===== src/rtl/pc_predict_unit.sv =====
// pc_predict_unit
//   Fetch-stage PC generator for the pipelined Y86-64 core. It holds the fetch
//   PC and predicts the next one from the instruction being fetched:
//   jumps and calls are taken, and ret is served from a return-address stack.
//   Execute or write-back can redirect fetch at any time.
//
//   Optional feature macro: PC_PREDICT_RAS_EN builds the return-address stack.
//   When it is undefined, every ret waits for a redirect, and the RAS outputs
//   are tied low.
//
// Ports
//   clk, reset          rising-edge clock, asynchronous active-high reset
//   stall               hold the PC; the RAS is not updated
//   icode, valC, valP   decode of the instruction at pc
//   redirect, redirect_pc  pipeline correction (highest priority)
//   pc, pc_valid        registered fetch PC; valid while in RUN
//   ras_pred            combinational: this ret takes its target from the RAS
//   ras_count, ras_ovf  live RAS entries; sticky overwrite-of-oldest flag
module pc_predict_unit #(
  parameter int              ADDR_W    = 64,
  parameter int              RAS_DEPTH = 8,
  parameter logic [ADDR_W-1:0] RESET_PC = 64'd64
) (
  input  logic                         clk,
  input  logic                         reset,
  input  logic                         stall,
  input  logic [3:0]                   icode,
  input  logic [ADDR_W-1:0]            valC,
  input  logic [ADDR_W-1:0]            valP,
  input  logic                         redirect,
  input  logic [ADDR_W-1:0]            redirect_pc,
  output logic [ADDR_W-1:0]            pc,
  output logic                         pc_valid,
  output logic                         ras_pred,
  output logic [$clog2(RAS_DEPTH):0]   ras_count,
  output logic                         ras_ovf
);
  localparam int PW = $clog2(RAS_DEPTH);
  localparam int CW = PW + 1;

  typedef enum logic [1:0] {RUN, WAIT_RET, HALT} state_t;

  state_t            state, state_nx;
  logic [ADDR_W-1:0] pc_nx;
  // Instruction at pc is acted on this edge (no redirect, no stall, RUN).
  logic              act;
  logic              ras_hit;
  logic [ADDR_W-1:0] ras_top;

  assign act = !redirect && !stall && (state == RUN);

`ifdef PC_PREDICT_RAS_EN
  logic [ADDR_W-1:0] ras_mem [RAS_DEPTH];
  // ras_ptr addresses the next free slot; the top entry sits one below it.
  logic [PW-1:0]     ras_ptr;
  logic [CW-1:0]     ras_cnt;
  logic              ras_ovf_q;
  logic              push, pop;

  assign ras_hit = (ras_cnt != '0);
  assign ras_top = ras_mem[ras_ptr - PW'(1)];
  assign push    = act && (icode == 4'h8);
  assign pop     = act && (icode == 4'h9) && ras_hit;

  // Pointer wraps modulo RAS_DEPTH, so a push when full lands on the oldest.
  always_ff @(posedge clk or posedge reset) begin
    if (reset) begin
      ras_ptr   <= '0;
      ras_cnt   <= '0;
      ras_ovf_q <= 1'b0;
    end else if (push) begin
      ras_ptr <= ras_ptr + PW'(1);
      if (ras_cnt == CW'(RAS_DEPTH)) ras_ovf_q <= 1'b1;
      else                           ras_cnt   <= ras_cnt + CW'(1);
    end else if (pop) begin
      ras_ptr <= ras_ptr - PW'(1);
      ras_cnt <= ras_cnt - CW'(1);
    end
  end

  // Contents need no reset; ras_cnt gates every read.
  always_ff @(posedge clk) begin
    if (push) ras_mem[ras_ptr] <= valP;
  end

  assign ras_count = ras_cnt;
  assign ras_ovf   = ras_ovf_q;
`else
  assign ras_hit   = 1'b0;
  assign ras_top   = '0;
  assign ras_count = '0;
  assign ras_ovf   = 1'b0;
`endif

  // State and PC registers
  always_ff @(posedge clk or posedge reset) begin
    if (reset) begin
      state <= RUN;
      pc    <= RESET_PC;
    end else begin
      state <= state_nx;
      pc    <= pc_nx;
    end
  end

  // Next state / next PC
  always_comb begin
    state_nx = state;
    pc_nx    = pc;
    if (redirect) begin
      state_nx = RUN;
      pc_nx    = redirect_pc;
    end else if (act) begin
      case (icode)
        4'h0:                   state_nx = HALT;
        4'h7, 4'h8:             pc_nx    = valC;
        4'h9: begin
          if (ras_hit) pc_nx    = ras_top;
          else         state_nx = WAIT_RET;
        end
        4'hC, 4'hD, 4'hE, 4'hF: state_nx = HALT;
        default:                pc_nx    = valP;
      endcase
    end
  end

  // Outputs
  always_comb begin
    pc_valid = (state == RUN);
    ras_pred = act && (icode == 4'h9) && ras_hit;
  end
endmodule


===== config.mk =====
export PLATFORM = sky130hd
export DESIGN_NAME = pc_predict_unit
export DESIGN_NICKNAME = d
export VERILOG_FILES = /design/src/rtl/pc_predict_unit.sv
export SDC_FILE = /design/constraint.sdc
export NUM_CORES = 1
export LEC_CHECK = 0
export ABC_AREA = 1
export BUFFER_PORTS_ARGS = -buffer_cell sky130_fd_sc_hd__buf_4
export CELL_PAD_IN_SITES_DETAIL_PLACEMENT = 1
export CELL_PAD_IN_SITES_GLOBAL_PLACEMENT = 2
export CORE_MARGIN = 1
export CORE_UTILIZATION = 23
export DETAILED_ROUTE_END_ITERATION = 6
export GPL_TIMING_DRIVEN = 0
export HOLD_SLACK_MARGIN = 0.08
export MAX_ROUTING_LAYER = met4
export PLACE_DENSITY = 0.8
export REMOVE_ABC_BUFFERS = 1
export SETUP_SLACK_MARGIN = 0.4
export SLEW_MARGIN = 20
export SYNTH_ARGS = -nofsm -noshare
export SYNTH_HDL_FRONTEND = slang
export SYNTH_SLANG_ARGS = --single-unit

===== constraint.sdc =====
create_clock -name clk -period 2.77 [get_ports clk]
set_input_delay 0.4155 -clock clk [delete_from_list [all_inputs] [get_ports clk]]
set_output_delay 0.4155 -clock clk [all_outputs]
set_load 0.01 [all_outputs]

==> results by stage <==
Clocking:
- After clock tree synthesis, the clock-pin slew on the worst setup and hold paths is around 0.060 ns.
- In this run, CTS created clock tree buffers numbering 9.
- The clock network latency to the later pin of the worst-skew pair is 0.33 ns.
- The clock passes through at most 2 buffers.
- The library cell used as clock root buffer is sky130_fd_sc_hd__clkbuf_16.
- The number of H-tree levels is 3.
- The clock tree from TritonCTS is done.
- The clock net sink count is 66.
- The post-CTS repair timing setup buffer count is 0.
- The number of buffers inserted for hold repair after clock tree synthesis is 0.
- Once the clock tree was built, the resizer swapped 0 gates to a different size.

Detailed routing:
- The detailed-router iteration count before antenna repair is 4.
- After the first detailed-routing iteration, the DRC count stood at 139.
- The routed layout has 4951 vias.
- The number of DRC violations after detailed routing is 0.
- After detailed routing, the average wire length per cell comes to roughly 16 um.
- The post-route antenna net violation count is 0.
- The total wire length after detailed routing is roughly 18000 um.
- The vias per cell is between 4 and 5.

Floorplanning:
- The die is between 100 and 150 um wide.
- The die outline area is just over 20000 um^2.
- The core region area is 19600 um^2.
- For this configuration, the core starts out at a cell density of 0.236.
- 271 I/O pins were placed.
- The row count is about 50.
- The floorplan die height is 144 um.

STA:
- The slew at the pin closest to its max-slew limit is between 0.7 and 0.8 ns.
- The final setup TNS is 0 ns.
- The fraction of the cycle the final worst path needs is 0.726.
- Setup repair after global routing left no endpoint under its margin.
- Clock skew on the completed layout was measured at just over 0.004 ns.
- The worst path in the final design needs a cycle of 2.01 ns, including I/O delays and setup.
- The number of slew-limit violations in the final report is 0.
- The achievable frequency is ~500 MHz.
- The hold violation count in the final report is 0.
- Headroom to the max-slew limit came out at 0.517.
- The number of failing setup endpoints in the final timing report is 0.

Global route:
- The met1 usage is 0.216.
- The number of antenna violations at the first check in global routing is 0.
- met2 is the most crowded layer.
- Global routing finished with a remaining overflow of 0.
- For this run, global-route usage on met2 was measured as 0.296.
- For this run, the total global-route usage over all layers was measured as 0.177.
- The maximum number of pins on one net before global-route repair is 69.
- The met3 track utilization from global routing is 0.0313.
- The first global-routing pass estimated 27400 um of wire.
- The via count of the first global-routing pass is about 5200.

Finish:
- The final antenna diode count is 0.
- Leaving out fill and tap cells, the most frequent cell in the layout is sky130_fd_sc_hd__buf_4.
- The net count of the finished layout is roughly 1000.
- Across the whole layout, storage elements account for between 1500 and 2000 um^2.
- The library cells used most frequently in the layout, excluding fill and tap cells, are sky130_fd_sc_hd__buf_4 (269), sky130_fd_sc_hd__nand2_1 (200), sky130_fd_sc_hd__nand3_1 (133).
- The share of final-layout standard cells stronger than drive strength 1 is 0.511.
- The filler-free cell count of the finished design is 1113.
- Compared with the post-synthesis result, the final layout area differs by 53.3%.
- The area of combinational cells with multiple inputs is approximately 2600 um^2.
- The total of fill cells in the finished design is between 2000 and 2500.

Placement:
- Once placement completed, the tool counted placed cells totaling between 1000 and 1500.
- The post-DP HPWL is roughly 13000 um.
- Routability-driven placement finished with a final weighted congestion of approximately 0.7.
- Buffers placed on the I/O ports in this run total between 200 and 300.

Power:
- The static power due to leakage is about 3.7 nW.
- Of the total power, the share spent switching nets is 0.307.
- The power density over cell area is 490 nW/um^2.
- The register share of total power is 0.348.
- The combinational share of power is 0.330.
- The share of total power dissipated in the clock network is 0.322.
- Cell internal power was estimated by the tool at about 2.4 mW.
- The total design power is around 3.5 mW.
- The maximum vdd drop is roughly 0.23 mV.
- The net switching power is 1.07 mW.

Synth:
- During synthesis, Yosys emitted a total of 0 warnings.
- Counting distinct cell types in the post-synthesis netlist gives 21.
- Each instance of the synthesized netlist takes up on average roughly 7.7 um^2.
- The netlist area before placement is roughly 4600 um^2.
- Synthesis produced a netlist whose cell count is just over 600.
- Synthesis inferred 66 register bits.
- The sequential element share of the synthesized area is 0.357.

Worst hold path:
- The tightest min-delay check is of the in -> async type.

Critical path:
- The worst reg-to-reg path cell count is 10.
- The kind of critical path is in -> reg.
- At the worst endpoint, the arrival time is roughly 2.3 ns.
- The register-to-register setup slack is ~1.1 ns.
- The source of the worst register-to-register timing path is state[1].
- The highest fanout seen on the critical path is 39.
- Tracing the worst setup path back leads to its startpoint at icode[1].
- The element type at the critical path end is a flip-flop.
- The required time of the critical path is 3.04 ns.
- The kind of start point of the critical path is an input port.
- The critical register-to-register path endpoint is pc[22].

Status:
- The flow ran to the end, and the final reports show no timing, DRC or antenna violations.

Job:
- The tool flagged a number of max-cap violations equal to 0.
[power by group through the flow]
stage | logic [mW] | clock network, mW | registers (mW)
CTS | 1.17 | 1.18 | 1.21
global placement | 1.12 | 0 | 1.22
detailed placement | 1.16 | 0 | 1.23
global route | 1.27 | 1.20 | 1.23
finish | 1.15 | 1.12 | 1.21
floorplan | 0.426 | 0 | 1.29
[routing by layer]
layer,part of all wire,up-vias
li1,-,2437
met1,0.45,2345
met2,0.48,157
met3,0.056,12
met4,0.012,0
met5,0,-
[cell families after synthesis]
group / share of synthesized area
and+or+nand+nor: 0.544
other: 0.000811
DFF: 0.357
buffers and inverters: 0.0950
AOI/OAI and AO/OA: 0.00298
[area by class of cell]
type,instances,share of cell area
clock buffer,13,0.0395
clock inverter,2,0.00141
inverter,10,0.00671
multi-input combinational,480,0.363
sequential,66,0.233
tap,265,0.0468
timing repair buffer,277,0.310
[worst max-delay path: stages]
cell,delay [ns]
sky130_fd_sc_hd__buf_4,0.12
sky130_fd_sc_hd__nor2_1,0.22
sky130_fd_sc_hd__nand2_4,0.28
sky130_fd_sc_hd__buf_12,0.28
sky130_fd_sc_hd__nand2_4,0.35
sky130_fd_sc_hd__buf_12,0.27
sky130_fd_sc_hd__nand2_1,0.10
sky130_fd_sc_hd__nand3_1,0.09
sky130_fd_sc_hd__nand3_2,0.06
sky130_fd_sc_hd__nand2_1,0.06
[per-stage QoR]
stage               instance area, um^2  setup slack (ns)  hold WS, ns  utilization
finish                             7090             0.759        0.120        0.362
global route                       7090             0.572        0.152        0.362
CTS                                7050             0.432        0.125        0.360
detailed placement                 6760            0.0961        0.466        0.345
global placement                   6560             -2.32        0.456        0.335
floorplan                          4240            -0.486        0.474            -
[how the worst max path moves through the flow]
stage / to / slack [ns]
3_3_place_gp: pc[54] / -2.32
2_1_floorplan: pc[0] / -0.49
5_1_grt: pc[54] / 0.57
3_5_place_dp: pc[9] / 0.1
4_1_cts: pc[24] / 0.43
6_report: pc[1] / 0.76
[registers in the layout, indices dropped and copies added, names as in the netlist]
signal,count
state,2
pc,64
[synth_stat cells]
library cell | count | area share
sky130_fd_sc_hd__a21oi_1 | 1 | 0.0011
sky130_fd_sc_hd__a21oi_2 | 1 | 0.0019
sky130_fd_sc_hd__buf_1 | 1 | 0.00081
sky130_fd_sc_hd__buf_12 | 7 | 0.030
sky130_fd_sc_hd__buf_2 | 15 | 0.016
sky130_fd_sc_hd__buf_4 | 18 | 0.029
sky130_fd_sc_hd__clkbuf_1 | 12 | 0.0097
sky130_fd_sc_hd__conb_1 | 1 | 0.00081
sky130_fd_sc_hd__dfrtp_1 | 65 | 0.35
sky130_fd_sc_hd__dfstp_2 | 1 | 0.0057
sky130_fd_sc_hd__inv_1 | 6 | 0.0049
sky130_fd_sc_hd__inv_2 | 3 | 0.0024
sky130_fd_sc_hd__inv_4 | 1 | 0.0014
sky130_fd_sc_hd__nand2_1 | 202 | 0.16
sky130_fd_sc_hd__nand2_2 | 4 | 0.0054
sky130_fd_sc_hd__nand3_1 | 133 | 0.14
sky130_fd_sc_hd__nand3_2 | 61 | 0.13
sky130_fd_sc_hd__nand4_1 | 1 | 0.0014
sky130_fd_sc_hd__nor2_1 | 4 | 0.0032
sky130_fd_sc_hd__nor2_4 | 3 | 0.0073
sky130_fd_sc_hd__or2_2 | 64 | 0.087
Power figures use the tool's default switching activity.
